`config.mk`:
```
export PLATFORM = sky130hd
export DESIGN_NAME = saph_fpu_pipe
export DESIGN_NICKNAME = d
export VERILOG_FILES = /design/src/rtl/saph_fpu_pipe.sv
export SDC_FILE = /design/constraint.sdc
export NUM_CORES = 2
export LEC_CHECK = 0
export BUFFER_PORTS_ARGS = -buffer_cell sky130_fd_sc_hd__buf_2
export CAP_MARGIN = 20
export CORE_MARGIN = 5
export CORE_UTILIZATION = 30
export DETAILED_ROUTE_END_ITERATION = 8
export PLACE_DENSITY_LB_ADDON = 0.08
export SETUP_SLACK_MARGIN = 0.1
export SLEW_MARGIN = 15
export SYNTH_ARGS = -nofsm -noshare
export SYNTH_HDL_FRONTEND = slang
export SYNTH_SLANG_ARGS = --single-unit
```
`constraint.sdc`:
```
create_clock -name clk -period 4.9 [get_ports clk]
set_input_delay 0.98 -clock clk [delete_from_list [all_inputs] [get_ports clk]]
set_output_delay 0.98 -clock clk [all_outputs]
set_load 0.02 [all_outputs]
```
`src/rtl/saph_fpu_pipe.sv`:
```
// rtl/saph_fpu_pipe.sv - fixed-latency pipelined binary32 FPU, FPU-side responder of saph_fpi
//
// Purpose: accepts one request per cycle (d_trig/d_lhs/d_rhs/d_mode) and returns q_trig/q_res
//   exactly LATENCY cycles later, in order. Supports FMUL (RTZ, flush-to-zero), FMIN, FMAX,
//   FSGNJ, FSGNJN, FSGNJX and FABS. Unsupported modes return the canonical quiet NaN.
// Ports:
//   clk, rst_n              clock (rising edge), asynchronous active-low reset
//   d_trig, d_ready         request valid / FPU ready; accepted when both are 1
//   d_lhs, d_rhs, d_mode    binary32 operands and operation select
//   q_trig, q_res           one-cycle result pulse and result (0 while q_trig=0)
//   has_modes               constant bitmap of supported modes

module saph_fpu_pipe #(
  parameter int LATENCY = 3,
  parameter int MODE_W  = 3
) (
  input  logic                   clk,
  input  logic                   rst_n,
  input  logic                   d_trig,
  input  logic [31:0]            d_lhs,
  input  logic [31:0]            d_rhs,
  input  logic [MODE_W-1:0]      d_mode,
  output logic                   d_ready,
  output logic                   q_trig,
  output logic [31:0]            q_res,
  output logic [2**MODE_W-1:0]   has_modes
);

  localparam int          N_MODES = 2**MODE_W;
  // Stage-2 register plus pure delay stages; LATENCY=1 folds everything into one register.
  localparam int          DEPTH   = (LATENCY == 1) ? 1 : LATENCY - 1;
  localparam logic [31:0] QNAN    = 32'h7FC00000;

  localparam logic [MODE_W-1:0] M_FMUL   = MODE_W'(0);
  localparam logic [MODE_W-1:0] M_FMIN   = MODE_W'(1);
  localparam logic [MODE_W-1:0] M_FMAX   = MODE_W'(2);
  localparam logic [MODE_W-1:0] M_FSGNJ  = MODE_W'(3);
  localparam logic [MODE_W-1:0] M_FSGNJN = MODE_W'(4);
  localparam logic [MODE_W-1:0] M_FSGNJX = MODE_W'(5);
  localparam logic [MODE_W-1:0] M_FABS   = MODE_W'(6);

  // Stage-1 result: either a finished value (direct) or a raw product still to normalise.
  typedef struct packed {
    logic               use_prod;
    logic               sign;
    logic signed [9:0]  exp;
    logic [47:0]        prod;
    logic [31:0]        direct;
  } s1_t;

  // Maps a binary32 onto an unsigned key whose order is the total order with -0 < +0.
  function automatic logic [31:0] order_key(input logic [31:0] x);
    return x[31] ? ~x : {1'b1, x[30:0]};
  endfunction

  function automatic s1_t stage1(input logic [31:0] a, input logic [31:0] b,
                                 input logic [MODE_W-1:0] mode);
    s1_t               s;
    logic              a_nan, b_nan, a_inf, b_inf, a_zero, b_zero;
    logic [31:0]       ka, kb;
    logic [47:0]       ma, mb;
    logic signed [9:0] ea, eb;
    s      = '0;
    a_nan  = (a[30:23] == 8'hFF) && (a[22:0] != 23'd0);
    b_nan  = (b[30:23] == 8'hFF) && (b[22:0] != 23'd0);
    a_inf  = (a[30:23] == 8'hFF) && (a[22:0] == 23'd0);
    b_inf  = (b[30:23] == 8'hFF) && (b[22:0] == 23'd0);
    // Exponent field 0 covers both zero and subnormal: subnormals flush to zero.
    a_zero = (a[30:23] == 8'h00);
    b_zero = (b[30:23] == 8'h00);
    ka     = order_key(a);
    kb     = order_key(b);
    ma     = {24'd0, 1'b1, a[22:0]};
    mb     = {24'd0, 1'b1, b[22:0]};
    ea     = {2'b00, a[30:23]};
    eb     = {2'b00, b[30:23]};
    case (mode)
      M_FMUL: begin
        s.sign = a[31] ^ b[31];
        if (a_nan || b_nan || (a_inf && b_zero) || (a_zero && b_inf))
          s.direct = QNAN;
        else if (a_inf || b_inf)
          s.direct = {s.sign, 8'hFF, 23'd0};
        else if (a_zero || b_zero)
          s.direct = {s.sign, 31'd0};
        else begin
          s.use_prod = 1'b1;
          s.prod     = ma * mb;
          s.exp      = ea + eb - 10'sd127;
        end
      end
      M_FMIN: begin
        if (a_nan && b_nan) s.direct = QNAN;
        else if (a_nan)     s.direct = b;
        else if (b_nan)     s.direct = a;
        else                s.direct = (ka < kb) ? a : b;
      end
      M_FMAX: begin
        if (a_nan && b_nan) s.direct = QNAN;
        else if (a_nan)     s.direct = b;
        else if (b_nan)     s.direct = a;
        else                s.direct = (ka > kb) ? a : b;
      end
      M_FSGNJ:  s.direct = {b[31], a[30:0]};
      M_FSGNJN: s.direct = {~b[31], a[30:0]};
      M_FSGNJX: s.direct = {a[31] ^ b[31], a[30:0]};
      M_FABS:   s.direct = {1'b0, a[30:0]};
      default:  s.direct = QNAN;
    endcase
    return s;
  endfunction

  // Normalise, truncate (round-toward-zero), handle overflow/underflow and pack.
  function automatic logic [31:0] stage2(input s1_t s);
    logic signed [9:0] e;
    logic [22:0]       m;
    if (!s.use_prod) return s.direct;
    if (s.prod[47]) begin
      e = s.exp + 10'sd1;
      m = s.prod[46:24];
    end else begin
      e = s.exp;
      m = s.prod[45:23];
    end
    if (e >= 10'sd255)    return {s.sign, 31'h7F7FFFFF};
    else if (e <= 10'sd0) return {s.sign, 31'd0};
    else                  return {s.sign, e[7:0], m};
  endfunction

  logic        accept;
  s1_t         s1_comb;
  logic        s2_vld;
  logic [31:0] s2_res;
  logic        vld_p [DEPTH];
  logic [31:0] res_p [DEPTH];

  assign accept  = d_trig && d_ready;
  assign s1_comb = stage1(d_lhs, d_rhs, d_mode);

  always_ff @(posedge clk or negedge rst_n) begin
    if (!rst_n) d_ready <= 1'b0;
    else        d_ready <= 1'b1;
  end

  generate
    if (LATENCY == 1) begin : g_single
      assign s2_vld = accept;
      assign s2_res = stage2(s1_comb);
    end else begin : g_split
      logic s1_vld;
      s1_t  s1_q;
      always_ff @(posedge clk or negedge rst_n) begin
        if (!rst_n) begin
          s1_vld <= 1'b0;
          s1_q   <= '0;
        end else begin
          s1_vld <= accept;
          s1_q   <= accept ? s1_comb : '0;
        end
      end
      assign s2_vld = s1_vld;
      assign s2_res = stage2(s1_q);
    end
  endgenerate

  // Result is zeroed on entry for empty slots, so q_res is 0 whenever q_trig is 0.
  always_ff @(posedge clk or negedge rst_n) begin
    if (!rst_n) begin
      for (int i = 0; i < DEPTH; i++) begin
        vld_p[i] <= 1'b0;
        res_p[i] <= 32'd0;
      end
    end else begin
      vld_p[0] <= s2_vld;
      res_p[0] <= s2_vld ? s2_res : 32'd0;
      for (int i = 1; i < DEPTH; i++) begin
        vld_p[i] <= vld_p[i-1];
        res_p[i] <= res_p[i-1];
      end
    end
  end

  assign q_trig = vld_p[DEPTH-1];
  assign q_res  = res_p[DEPTH-1];

  always_comb begin
    has_modes = '0;
    for (int n = 0; n < N_MODES; n++) has_modes[n] = (n < 7);
  end

endmodule

```
==> run_results.csv <==
group,metric,value,unit
status,status,"finished, violations left",
status,failed_checks,"setup timing",
floorplan,core.rowCount,107,
grt,antenna_found_initial,12,
clock_tree,clkSlewWorstSetupHoldPaths,60,ps
cells_and_area,syn2layout_area_growth,20.2,%
min_path,hold_path_class,"register to register",
grt,grt_pass1_vias,21800,
critical_path,critical_path.top_delay_family,"adder cells",
route,vias,19500,
critical_path,start_kind,"primary input",
grt,grt_max_degree,51,
yosys,ys_seq_elements,137,
yosys,synth_edf_count,0,
route,drc,0,
sta,fin_worst_skew,13.6,ps
critical_path,end_kind,"register",
place,dpl_cell_area,0.0294,sq mm
floorplan,io_pins,112,
yosys,syn_avg_cell_area,9.19,sq um
sta,fmax,0.142,GHz
yosys,ys_types,68,
critical_path,rr_worst_depth,7,
sta,rsz0062_at_grt,"yes",
cells_and_area,drive_gt1_share,19.8,%
sta,slew_violations,0,
yosys,synth_top_cell_area_share,37.5,%
critical_path,crit_slowest_cell,"fa_1",
floorplan,design.core.area,0.0851,sq mm
route,viasPerCell,4.61,
sta,period_needed,7060,ps
grt,grt.total_usage,20.1,%
grt,grt_pass1_wl,138000,um
min_path,hold_depth,0,
min_path,hold_path.startpoint,"res_p[51]",
route,wire_per_inst,21.3,um
run,max_cap_violations,0,
place,hpwlAfterDp,77100,um
sta,max-slew-margin-rel,35.4,%
critical_path,critical_path.max_fanout,4,
clock_tree,worstSkewPairLatency,440,ps
sta,tightest_slew,969,ps
yosys,yosysTopAreaCell,"fa_1",
clock_tree,cts_tree,"yes",
critical_path,startpoint,"d_lhs[7]",
critical_path,cp.arrival,7430,ps
critical_path,cpMostUsedCell,"fa_1",
cells_and_area,multi_input_area,0.0197,sq mm
clock_tree,cts_sinks,137,
critical_path,r2r_start,"g_split.s1_q[79]",
sta,setup_viol,25,
sta,timing.final.ws_setup,-2160,ps
floorplan,die_h,303,um
floorplan,initial_core_util,30.2,%
clock_tree,cts_hold_buf,0,
cells_and_area,n_fill_cell,8925,
clock_tree,cts_buffers,17,
yosys,synthArstFlopShare,100,%
place,gp_congestion,0.872,
clock_tree,htreeDepth,4,
yosys,synth_ff_type,"dfrtp_1",
sta,finalCritPeriodShare,144,%
route,wl,89900,um
clock_tree,cts_root_buffer,"clkbuf_16",
yosys,yosys-top-cells-area,"fa_1 (38%), dfrtp_1 (13%), ha_1 (11%)",
floorplan,die_width,303,um
route,antenna_left,0,
critical_path,crit_buf_inv,9,
grt,grt_overflow,0,
critical_path,required,5270,ps
place,io_buffers,103,
route,dr.pass1.iters,5,
route,first_iter_violations,1114,
critical_path,r2r_end,"res_p[41]",
yosys,netlist_instances,2798,
cells_and_area,final_area,0.0309,sq mm
critical_path,max_stage_delay,550,ps
min_path,min_to,"q_res[19]",
critical_path,worstSetupPathType,"primary input to register",
place,dp_slack,-3070,ps
clock_tree,clockBufferDepth,2,
floorplan,dieArea,0.0916,sq mm
yosys,synth_warnings,0,
critical_path,r2r_slack,2190,ps
cells_and_area,register_area,0.00343,sq mm
sta,final_hold_viol_count,0,
yosys,yosysSeqAreaShare,13.3,%
yosys,syn_area,0.0257,sq mm
cells_and_area,fin_nets,3836,
-- per-stage QoR --
step                      utilization [%]  TNS [ps]  std cells  hold slack [ps]
after floorplan                         -    -44840       2805              331
after global placement               34.5    -70530       4171              334
after detailed placement             34.5    -71630       4171              335
after CTS                            35.9    -53140       4220              346
after global routing                 36.3    -56290       4224              351
final                                36.3    -51320       4228              345
-- kinds of logic after synthesis --
| kind of cell | count (synthesis) | share of synthesized area [%] |
|---|---|---|
| adder cells (fa/ha/maj) | 699 | 48.1 |
| buffers and inverters | 796 | 12.5 |
| AO/OA/AOI/OAI | 252 | 6.62 |
| AND/OR/NAND/NOR | 784 | 14.8 |
| XOR/XNOR | 102 | 3.48 |
| multiplexers | 26 | 1.13 |
| other | 2 | 0.0292 |
| flip-flops | 137 | 13.3 |
-- sequential cells by signal, summed over array words and instances, names as in the netlist --
name,flops
d_ready,1
g_split.s1_vld,1
q_trig,1
vld_p,1
g_split.s1_q,69
q_res,32
res_p,32
-- worst reg2reg max path: cells and delay by family, from the launching register on --
kind / cells / cell delay, ps
AOI/OAI and AO/OA: 2 / 830
buffers and inverters: 1 / 290
DFF: 1 / 630
xor gates and xnor gates: 1 / 370
and+or+nand+nor: 3 / 480
-- cells in the mapped netlist (17+ instances only) --
master,n
nand2_1,328
and2_1,239
inv_1,604
mux2_2,24
clkbuf_1,123
buf_4,45
a21oi_1,69
xnor2_1,52
nor4_1,17
o21ai_0,45
nand3_1,19
dfrtp_1,137
fa_1,482
nand4_1,31
a22o_1,23
xor2_1,50
ha_1,217
a21o_1,35
nor2_1,102
-- metal layers --
metal / vias to the layer above / global-route usage, % / part of all wire, %
met5: - / 0 / 0.087
met4: 12 / 4.41 / 2.2
met3: 81 / 3.91 / 5.6
met2: 414 / 31.5 / 45
met1: 10000 / 29.0 / 47
li1: 8934 / - / -
-- cells in the final DEF, fill, tap and decap left out, types with 38 or more instances in the layout --
cell,n
and2_1,230
ha_1,202
nand2_1,323
dfrtp_1,137
buf_6,49
a21oi_1,59
fa_1,462
o21ai_0,38
xor2_1,50
xnor2_1,50
buf_2,69
inv_1,584
buf_4,292
nor2_1,97
-- timing repair --
| action | in CTS | in global routing |
|---|---|---|
| setup endpoints to repair | 25 | 25 |
| cloned | 0 | 0 |
| resized for setup | 135 | 72 |
| pin swaps | 48 | 44 |
| hold endpoints to repair | 0 | 0 |
| buffers inserted | 18 | 3 |
-- layout make-up --
cell class / instances / area share (%)
Timing Repair Buffer: 433 / 11.4
Clock inverter: 10 / 0.284
Tap cell: 1144 / 4.63
Antenna cell: 5 / 0.0405
Clock buffer: 21 / 1.46
Inverter: 606 / 7.42
Sequential cell: 137 / 11.1
Multi-Input combinational cell: 1872 / 63.7
-- worst max path at each step --
stage                             to  slack [ps]  cells past startpoint
floorplan           g_split.s1_q[78]       -1970                     25
global placement    g_split.s1_q[73]       -3020                     26
detailed placement  g_split.s1_q[73]       -3070                     27
CTS                 g_split.s1_q[78]       -2240                     27
global route        g_split.s1_q[73]       -2360                     27
finish              g_split.s1_q[73]       -2160                     27
Power is not shown: default switching activity piles up to over one toggle a cycle in this logic, so the estimate is an artifact.
